$ cat src/rtl/wam_pkg.sv
// Shared constants for the whack-a-mole input path.
// No logic; timing defaults and counter widths only.
// Backpressure: not applicable.
package wam_pkg;

    localparam int N_BTN_DEF           = 8;
    localparam int DEBOUNCE_CYCLES_DEF = 16;
    localparam int STUCK_CYCLES_DEF    = 50000;
    localparam int HOLD_W              = 16;

endpackage : wam_pkg

$ cat src/rtl/btn_debounce_ch.sv
// One button channel: 2-flop synchroniser, consecutive-sample debounce, stuck detection, edge pulses.
// Latency: level/press follow a raw change by DEBOUNCE_CYCLES+2 edges.
// Backpressure: none; free-running, ena low clears all state.
module btn_debounce_ch
    import wam_pkg::*;
#(
    parameter int DEBOUNCE_CYCLES = DEBOUNCE_CYCLES_DEF,
    parameter int STUCK_CYCLES    = STUCK_CYCLES_DEF
) (
    input  logic clk,
    input  logic rst_n,
    input  logic ena,
    input  logic raw,
    output logic level,
    output logic press,
    output logic rel,
    output logic stuck
);

    localparam int                 DB_W      = $clog2(DEBOUNCE_CYCLES) + 1;
    localparam logic [DB_W-1:0]    DB_LAST   = DB_W'(DEBOUNCE_CYCLES - 1);
    localparam logic [HOLD_W-1:0]  HOLD_LAST = HOLD_W'(STUCK_CYCLES - 1);

    logic              s1;
    logic              s2;
    logic              stable;
    logic              stable_d;
    logic              stuck_d;
    logic [DB_W-1:0]   db_cnt;
    logic [HOLD_W-1:0] hold_cnt;

    always_ff @(posedge clk or negedge rst_n) begin
        if (!rst_n) begin
            s1       <= 1'b0;
            s2       <= 1'b0;
            stable   <= 1'b0;
            stable_d <= 1'b0;
            stuck_d  <= 1'b0;
            stuck    <= 1'b0;
            db_cnt   <= '0;
            hold_cnt <= '0;
        end else if (!ena) begin
            s1       <= 1'b0;
            s2       <= 1'b0;
            stable   <= 1'b0;
            stable_d <= 1'b0;
            stuck_d  <= 1'b0;
            stuck    <= 1'b0;
            db_cnt   <= '0;
            hold_cnt <= '0;
        end else begin
            s1       <= raw;
            s2       <= s1;
            stable_d <= stable;
            stuck_d  <= stuck;

            // A single agreeing sample restarts the count, rejecting short glitches.
            if (s2 == stable) begin
                db_cnt <= '0;
            end else if (db_cnt == DB_LAST) begin
                stable <= s2;
                db_cnt <= '0;
            end else begin
                db_cnt <= db_cnt + 1'b1;
            end

            if (!stable) begin
                hold_cnt <= '0;
                stuck    <= 1'b0;
            end else if (!stuck) begin
                if (hold_cnt == HOLD_LAST) begin
                    stuck <= 1'b1;
                end
                if (hold_cnt != '1) begin
                    hold_cnt <= hold_cnt + 1'b1;
                end
            end
        end
    end

    // A release that follows a stuck period is suppressed: the level already dropped.
    assign level = stable & ~stuck;
    assign press = ena & stable & ~stable_d;
    assign rel   = ena & stable_d & ~stable & ~stuck_d;

endmodule : btn_debounce_ch

$ cat src/rtl/btn_conditioner.sv
// Conditions N_BTN raw pushbuttons into clean levels, press/release pulses and stuck flags.
// Latency: DEBOUNCE_CYCLES+2 edges from raw change to level/pulse.
// Backpressure: none; outputs are free-running, ena low acts as a synchronous clear.
module btn_conditioner
    import wam_pkg::*;
#(
    parameter int N_BTN           = N_BTN_DEF,
    parameter int DEBOUNCE_CYCLES = DEBOUNCE_CYCLES_DEF,
    parameter int STUCK_CYCLES    = STUCK_CYCLES_DEF
) (
    input  logic             clk,
    input  logic             rst_n,
    input  logic             ena,
    input  logic [N_BTN-1:0] btn_raw,
    output logic [N_BTN-1:0] btn_level,
    output logic [N_BTN-1:0] btn_press,
    output logic [N_BTN-1:0] btn_release,
    output logic [N_BTN-1:0] btn_stuck,
    output logic             any_stuck
);

    for (genvar i = 0; i < N_BTN; i++) begin : g_ch
        btn_debounce_ch #(
            .DEBOUNCE_CYCLES(DEBOUNCE_CYCLES),
            .STUCK_CYCLES   (STUCK_CYCLES)
        ) u_ch (
            .clk  (clk),
            .rst_n(rst_n),
            .ena  (ena),
            .raw  (btn_raw[i]),
            .level(btn_level[i]),
            .press(btn_press[i]),
            .rel  (btn_release[i]),
            .stuck(btn_stuck[i])
        );
    end

    assign any_stuck = |btn_stuck;

endmodule : btn_conditioner

$ cat config.mk
export PLATFORM = sky130hd
export DESIGN_NAME = btn_conditioner
export DESIGN_NICKNAME = d
export VERILOG_FILES = /design/src/rtl/wam_pkg.sv /design/src/rtl/btn_debounce_ch.sv /design/src/rtl/btn_conditioner.sv
export SDC_FILE = /design/constraint.sdc
export NUM_CORES = 1
export LEC_CHECK = 0
export ABC_CLOCK_PERIOD_IN_PS = 5700
export CAP_MARGIN = 20
export CORE_MARGIN = 5
export CORE_UTILIZATION = 65
export DETAILED_ROUTE_END_ITERATION = 12
export PLACE_DENSITY = 0.84
export SLEW_MARGIN = 40
export SYNTH_ARGS = -nofsm -noshare
export SYNTH_HDL_FRONTEND = slang
export SYNTH_SLANG_ARGS = --single-unit
$ cat constraint.sdc
create_clock -name clk -period 5.7 [get_ports clk]
set_input_delay 1.14 -clock clk [delete_from_list [all_inputs] [get_ports clk]]
set_output_delay 1.14 -clock clk [all_outputs]
set_load 0.005 [all_outputs]
==> impl_metrics.tcl, run 1 <==
set metrics [dict create \
    cts_sinks 216 \
    critPathMaxStageDelay_ns 0.52 \
    post_drt_wl_per_cell_um 16.6 \
    cts_htree_levels 1 \
    layout_commonest_cell "dfrtp_1" \
    critPathCaptureType "output pin" \
    cts_root_buf "clkbuf_16" \
    initial_core_util_pct 66.0 \
    dieWidth_um 142 \
    dp_hpwl_mm 15.7 \
    die-height_um 142 \
    cpMaxStageDelayCell "clkdlybuf4s50_1" \
    start_kind "input pin" \
    syn_inst 1189 \
    arrival_ns 3.03 \
    drive_gt1_share_pct 5.30 \
    async_flop_share_pct 100 \
    worst_pin_slew_ns 0.790 \
    min_period_ns 4.17 \
    antennaDiodeCount 0 \
    cts_setup_buffers 0 \
    max_slew_margin_pct 47.0 \
    crit_fanout 34 \
    post_cts_resized 0 \
    drc 0 \
    grt_pass1_vias 8491 \
    seq_area_frac_synth_pct 47.5 \
    fin_skew_ns 0.0108 \
    rows 48 \
    place_ws_ns 1.51 \
    dp_cells 1395 \
    setup.worst_path.class "input pin to output pin" \
    grt_max_degree 85 \
    use_met2_pct 38.0 \
    utilization_pct 72.6 \
    grtUsageMet3_pct 3.16 \
    path_clk_slew_ns 0.06 \
    ctsHoldBuffers 0 \
    hold_path.class "flip-flop to flip-flop" \
    rsz0062_at_grt "no" \
    p_leak_nw 5.07 \
    setup_slack_ns 1.53 \
    stdcell_count 1433 \
    insertion_delay_ns 0.51 \
    grtUsageMet1_pct 33.9 \
    r2r-start "g_ch[7].u_ch.stuck$_DFF_PN0_" \
    slew_viol_final 0 \
    final_cell_mix "dfrtp_1, nand2_1, nor2_1" \
    crit_path_cell_trace "buf_2, buf_4, nand2_1, nor2_1, clkdlybuf4s50_1" \
    fin_nets 1222 \
    synth_fp_nets 1216 \
    cap_violations 0 \
    ant_nets 0 \
    fmax_mhz 240 \
    setup_tns_ns 0 \
    grt_use_total_pct 23.6 \
    vias 9194 \
    die_area_um2 20200 \
    grt.busiest_layer "met2" \
    firstDrtPassIters 5 \
    cts_buffers 23 \
    portBuffers 43 \
    critical_path_required_ns 4.56 \
    critPathLaunch "ena" \
    status "complete, no violations" \
    first_iter_violations 596 \
    ios 44 \
    power.density_nw_per_um2 241 \
    gp_congestion 0.947 \
    antenna_found_initial 0 \
    synth_cell_type_count 61 \
    grt_overflow_total 0 \
    synth_edf_count 0 \
    timing.final.crit_share_pct 73.1 \
    finalSetupViolations 0 \
    ys.flop_type "dfrtp_1" \
    clk_path_buf_depth 3 \
    power_mw 3.01 \
    grt_pass1_wl_mm 40.7 \
    core_region_area_um2 17200 \
    area_growth_pct 10.0 \
    peakVddDrop_v 0.000236 \
    synth_area_um2 11400 \
    finalHoldViolCount 0 \
    yosys_warnings 0 \
    synth_area_per_cell_um2 9.57 \
    drt-vias-per-instance 6.42 \
    routed_wl_mm 23.7 \
    cts_tree "built" \
    ys_ff_latch 216 \
    hp-start "g_ch[4].u_ch.s1$_DFF_PN0_" \
]
==> metal layers <==
| layer | wire (µm) | up-vias | share of wire, % |
|---|---|---|---|
| met4 | 588 | 0 | 2.5 |
| li1 | - | 4399 | - |
| met2 | 11200 | 238 | 47 |
| met5 | 0 | - | 0 |
| met3 | 1210 | 42 | 5.1 |
| met1 | 10700 | 4515 | 45 |
==> cell usage after synthesis, drive strengths merged (12+ instances only) <==
library cell | count | share of area, %
xnor2 | 13 | 1.0
o21ai | 34 | 1.5
nand2b | 37 | 2.0
o31ai | 18 | 1.2
a21oi | 50 | 2.2
nor4 | 29 | 1.7
nor2 | 83 | 2.7
ha | 16 | 1.8
o311ai | 12 | 0.92
a211oi | 22 | 1.5
clkbuf | 28 | 0.92
a2111oi | 17 | 1.4
nand3 | 66 | 2.9
and2 | 27 | 1.5
inv | 36 | 1.2
nand2 | 137 | 4.5
o41ai | 14 | 1.1
or4 | 26 | 1.7
nand4 | 33 | 1.9
o211ai | 13 | 0.86
dfrtp | 216 | 48
xor2 | 17 | 1.3
or3 | 27 | 1.5
a31oi | 12 | 0.66
and3 | 15 | 0.82
nor3 | 22 | 1.0
buf | 42 | 2.5
and4 | 13 | 1.0
mux2i | 36 | 3.2
==> area by class of cell <==
type                       instances  area (µm²)
inverter                          36         135
clock inverter                     7        70.1
fill                            1246        4720
sequential                       216        5410
clock buffer                      31         636
timing repair buffer              51         523
multi-input combinational        867        5470
tap                              225         282
==> worst paths after layout <==
| check | endpoint | slack, ns | depth (start not counted) |
|---|---|---|---|
| worst max-delay path | btn_press[5] | 1.53 | 5 |
| worst min-delay path | g_ch[4].u_ch.s2$_DFF_PN0_ | 0.45 | 1 |
| worst max register to register | g_ch[7].u_ch.hold_cnt[12]$_DFFE_PN0P_ | 3.43 | 4 |
| worst min register to register | g_ch[4].u_ch.s2$_DFF_PN0_ | 0.45 | 1 |
| max in group asynchronous | g_ch[2].u_ch.hold_cnt[5]$_DFFE_PN0P_ | 4.31 | 2 |
| min in group asynchronous | g_ch[3].u_ch.hold_cnt[12]$_DFFE_PN0P_ | 0.57 | 1 |
==> sequential cells by signal, indices dropped and copies added, names as in the netlist <==
name and cells:
g_ch.u_ch.hold_cnt 128, g_ch.u_ch.db_cnt 40, g_ch.u_ch.s1 8, g_ch.u_ch.s2 8, g_ch.u_ch.stable 8, g_ch.u_ch.stable_d 8
g_ch.u_ch.stuck 8, g_ch.u_ch.stuck_d 8
==> power breakdown <==
part / switching, mW / internal, mW / leakage [nW] / total (mW)
registers: 0.00398 / 1.54 / 3.00 / 1.54
logic: 0.0428 / 0.0164 / 1.72 / 0.0592
clock network: 0.587 / 0.824 / 0.346 / 1.41
==> critical path: cells and delay by family <==
| family | cells | cell delay, ns |
|---|---|---|
| buffers and inverters | 3 | 1.34 |
| and+or+nand+nor | 2 | 0.54 |
==> kinds of logic (layout without fill, tap and decap cells) <==
logic type / Yosys count / in the layout / synth area share (%)
fa+ha+maj: 16 / 16 / 1.76
mux: 40 / 40 / 3.56
simple gates: 559 / 559 / 26.6
compound gates: 222 / 222 / 13.6
buf+inv: 106 / 125 / 4.65
flops: 216 / 216 / 47.5
xor+xnor: 30 / 30 / 2.31
==> metrics by stage <==
step | hold slack, ns | instance area, µm²
floorplan | 0.433 | 11400
CTS | 0.455 | 12500
global route | 0.472 | 12500
global placement | 0.436 | 11800
detailed placement | 0.441 | 11800
finish | 0.455 | 12500
(Power assumes the default switching activity.)
==> run 2, diff against run 1 <==
Settings changed: ABC_CLOCK_PERIOD_IN_PS 5700 to 3440, CORE_UTILIZATION 65 to 56, PLACE_DENSITY 0.84 to 0.77.
Clock period 5.7 ns to 3.44 ns, I/O delays scaled along.
==> impl_metrics.tcl, run 2 (synthesized netlist as in run 1, its figures left out) <==
set metrics [dict create \
    max_slew_margin_pct 50.4 \
    met3WireLength_mm 1.03 \
    ctsHoldBuffers 0 \
    final_cell_mix "dfrtp_1, nand2_1, nor2_1" \
    fin_nets 1236 \
    core_region_area_um2 20100 \
    cts_root_buf "clkbuf_16" \
    largest_reg_flops 128 \
    dp_hpwl_mm 15.4 \
    critPathCaptureType "output pin" \
    power.density_nw_per_um2 413 \
    rows 52 \
    power.switching_mw 1.10 \
    met1_length_mm 10.8 \
    switching_share_pct 20.9 \
    cts_sinks 216 \
    grt_overflow_total 0 \
    cts_htree_levels 1 \
    grt_use_total_pct 20.5 \
    drive_gt1_share_pct 6.61 \
    reg_top3 "g_ch.u_ch.hold_cnt (128), g_ch.u_ch.db_cnt (40)" \
    fillers 1591 \
    routed.top_layer "met4" \
    slew_viol_final 0 \
    drc 0 \
    combPwrFrac_pct 2.0 \
    crit_fanout 23 \
    die_area_um2 23300 \
    first_iter_violations 614 \
    antennaDiodeCount 0 \
    stdcell_count 1496 \
    clk_path_buf_depth 3 \
    cap_violations 0 \
    cts_setup_buffers 0 \
    setup.worst_path.class "input pin to output pin" \
    post_cts_resized 0 \
    status "complete, no violations" \
    min_period_ns 2.85 \
    path_clk_slew_ns 0.06 \
    ios 44 \
    critical_path_required_ns 2.75 \
    regMostFlops "g_ch.u_ch.hold_cnt" \
    gp_congestion 0.838 \
    finalHoldViolCount 0 \
    clkPwrFrac_pct 49.5 \
    grt_pass1_vias 8850 \
    peakVddDrop_v 0.000355 \
    fmax_mhz 351 \
    ant_nets 0 \
    timing.final.crit_share_pct 82.9 \
    vias 9089 \
    firstDrtPassIters 6 \
    die-height_um 153 \
    hold_slack_ns 0.0345 \
    worst_pin_slew_ns 0.737 \
    grt_max_degree 98 \
    fin_skew_ns 0.00887 \
    dieWidth_um 153 \
    finalSetupViolations 0 \
    cts_buffers 24 \
    portBuffers 43 \
    post_dp_cell_area_um2 11900 \
    start_kind "input pin" \
    initial_core_util_pct 56.6 \
    area_growth_pct 12.2 \
    hold_path.class "input pin to async pin" \
    design_area_um2 12800 \
    utilization_pct 63.5 \
    cts_tree "built" \
    layout_commonest_cell "dfrtp_1" \
    rsz0062_at_grt "no" \
    p_leak_nw 5.17 \
    setup_tns_ns 0 \
    routed_wl_mm 23.5 \
    post_drt_wl_per_cell_um 15.7 \
    grt_pass1_wl_mm 41.8 \
    antenna_found_initial 0 \
    p_int_mw 4.17 \
    wl_met2_mm 11.1 \
    seqPwrFrac_pct 48.5 \
    dp_cells 1452 \
    drt-vias-per-instance 6.08 \
    arrival_ns 2.16 \
    insertion_delay_ns 0.51 \
]
## run 2: cell types whose count changed in the layout (fill, tap and decap cells not counted), sizes merged
cell    change
buf        +13
clkbuf      +4
bufinv      +1
## run 2: path summary, 6_finish.rpt
path,end,slack (ns),cells past startpoint,from
setup / recovery,btn_press[2],0.59,5,ena
hold / removal,g_ch[3].u_ch.hold_cnt[11]$_DFFE_PN0P_,0.03,1,rst_n
setup reg to reg,g_ch[7].u_ch.hold_cnt[12]$_DFFE_PN0P_,1.25,5,g_ch[7].u_ch.hold_cnt[0]$_DFFE_PN0P_
hold reg to reg,g_ch[4].u_ch.db_cnt[0]$_DFF_PN0_,0.46,1,g_ch[4].u_ch.db_cnt[0]$_DFF_PN0_
max in group asynchronous,g_ch[1].u_ch.db_cnt[2]$_DFF_PN0_,2.46,3,rst_n
min in group clk,g_ch[4].u_ch.db_cnt[0]$_DFF_PN0_,0.46,1,g_ch[4].u_ch.db_cnt[0]$_DFF_PN0_
## run 2: layout make-up
class | count | area, µm² | share of cell area, %
clock buffers | 35 | 713 | 5.59
clock inverters | 8 | 96.3 | 0.755
inverters | 36 | 135 | 1.06
multi-input cells | 867 | 5450 | 42.7
flip-flops and latches | 216 | 5410 | 42.4
well taps | 270 | 338 | 2.65
repair buffers | 64 | 621 | 4.86
## run 2: power by group through the flow
stage	logic, mW	registers (mW)	clock network [mW]
finish	0.103	2.56	2.61
CTS	0.105	2.56	2.66
detailed placement	0.105	2.60	0
global placement	0.102	2.60	0
floorplan	0.0255	2.60	0
global route	0.122	2.56	2.78
## run 2: worst max-delay path: stages
cell	delay, ns
buf_2	0.37
buf_4	0.25
nand2_1	0.20
nor2_1	0.14
clkdlybuf4s50_1	0.51
## run 2: routing by layer
layer / vias to the layer above / GRT usage (%)
li1: 4425 / -
met4: 0 / 6.62
met2: 221 / 33.4
met5: - / 0
met3: 55 / 2.73
met1: 4388 / 28.7
## run 2: stage by stage
step | total power, mW | setup WS, ns
after floorplan | 2.63 | 1.09
after global placement | 2.71 | 0.567
after detailed placement | 2.71 | 0.567
after CTS | 5.33 | 0.559
after global routing | 5.45 | 0.438
final | 5.27 | 0.589
==> RTL edit: new RTL, settings of run 2 <==
Add an input register stage for `ena` and `btn_raw`; this delays them by one clock.
--- a/src/rtl/btn_conditioner.sv
+++ b/src/rtl/btn_conditioner.sv
@@ -19,6 +19,14 @@
     output logic             any_stuck
 );
 
+    logic ena_q;
+    logic [N_BTN-1:0] btn_raw_q;
+
+    always_ff @(posedge clk) begin
+        ena_q     <= ena;
+        btn_raw_q <= btn_raw;
+    end
+
     for (genvar i = 0; i < N_BTN; i++) begin : g_ch
         btn_debounce_ch #(
             .DEBOUNCE_CYCLES(DEBOUNCE_CYCLES),
@@ -26,8 +34,8 @@
         ) u_ch (
             .clk  (clk),
             .rst_n(rst_n),
-            .ena  (ena),
-            .raw  (btn_raw[i]),
+            .ena  (ena_q),
+            .raw  (btn_raw_q[i]),
             .level(btn_level[i]),
             .press(btn_press[i]),
             .rel  (btn_release[i]),
Formal check against the unedited RTL: same outputs for any inputs over 4 cycles, from zero or initial values and one cycle with rst_n low; that may be too few to reach the edited logic, so the function may still have changed.
==> RTL edit against run 2 <==
- combinational power shrank 10%
- first-iteration DRC count shrank 19%
- setup slack lost 320 ps
- die area grew 1.4%
- register-to-register slack lost 140 ps
- design area grew 1.7%
- power grew 5.1%
- final cell count grew 0.40%
- sequential cell count grew 9
- area after synthesis grew 1.5%
- wire length shrank 0.16%
- sequential power grew 5%
- clock power grew 6%
- hold slack gained 91 ps
- largest cell class is now registers
==> RTL edit: results <==
route:
  drtIter0Drc: 496
  route.met2.wl_um: 11000
  wirelength_um: 23500
  met3_length_um: 1170
  viasPerCell: 6.10
setup_path:
  worst_path_max_delay_cell: "dfxtp_2"
  arrival_ps: 2480
  slowest_delay_ps: 770
  r2r-end: "g_ch[0].u_ch.hold_cnt[13]$_DFFE_PN0P_"
  cp_max_fo: 31
  path_delay_family: "flip-flops"
clock_network:
  cts_buffers: 25
cells_and_area:
  drive_gt1_share_pct: 7.39
  n_fill_cell: 1644
timing:
  max-slew-margin-rel_pct: 48.0
logic_synthesis:
  async_flop_share_pct: 96.0
  seq_area_frac_synth_pct: 48.4
  netlist_instances: 1200
placed_design:
  gp_congestion: 0.888
  dp.cells: 1456
  dp_hpwl_um: 15800
  pre_cts_ws_ps: 812
outcome:
  status: "completed"
power:
  peakVddDrop_uv: 343
  leakagePower_nw: 5.20
global_routing:
  grt_pass1_vias: 8710
==> RTL edit: cell count changes after synthesis, sizes merged, moves of 10 or more <==
cell / change
or4: +10
a21oi: +15
a2111oi: -12
o21ai: +10
nand2: -17
==> RTL edit: cell families (layout without fill, tap and decap cells) <==
family / count (synthesis) / count (layout) / synth area share, %
flops: 225 / 225 / 48.4
compound gates: 243 / 243 / 14.2
mux: 30 / 30 / 2.61
buf+inv: 114 / 146 / 4.84
fa+ha+maj: 16 / 16 / 1.73
xor+xnor: 28 / 28 / 2.12
simple gates: 544 / 544 / 26.1
==> RTL edit: metrics by stage <==
step / utilization, % / hold slack, ps / area (sq um) / total power [mW]
2_1_floorplan: - / 392 / 11500 / 2.74
3_3_place_gp: 59.4 / 423 / 12100 / 2.82
3_5_place_dp: 59.5 / 424 / 12100 / 2.82
4_1_cts: 63.8 / 149 / 12900 / 5.62
5_1_grt: 63.9 / 170 / 13000 / 5.76
6_report: 63.9 / 126 / 13000 / 5.54
==> RTL edit: power by group <==
part	internal (mW)	switching (mW)
clock	1.70	1.06
sequential	2.66	0.0134
combinational	0.0271	0.0651
==> RTL edit: layout make-up <==
cell class | count | share of cell area [%]
Sequential cell | 225 | 43.1
Multi-Input combinational cell | 861 | 41.9
Tap cell | 270 | 2.60
Timing Repair Buffer | 65 | 4.63
Clock inverter | 17 | 1.58
Inverter | 35 | 1.01
Clock buffer | 29 | 5.17
==> RTL edit: worst max path at each step <==
stage	endpoint	cells past startpoint
floorplan	btn_press[2]	6
global route	btn_press[5]	3
detailed placement	btn_press[5]	3
finish	btn_press[5]	3
CTS	btn_press[5]	3
global placement	btn_press[5]	3
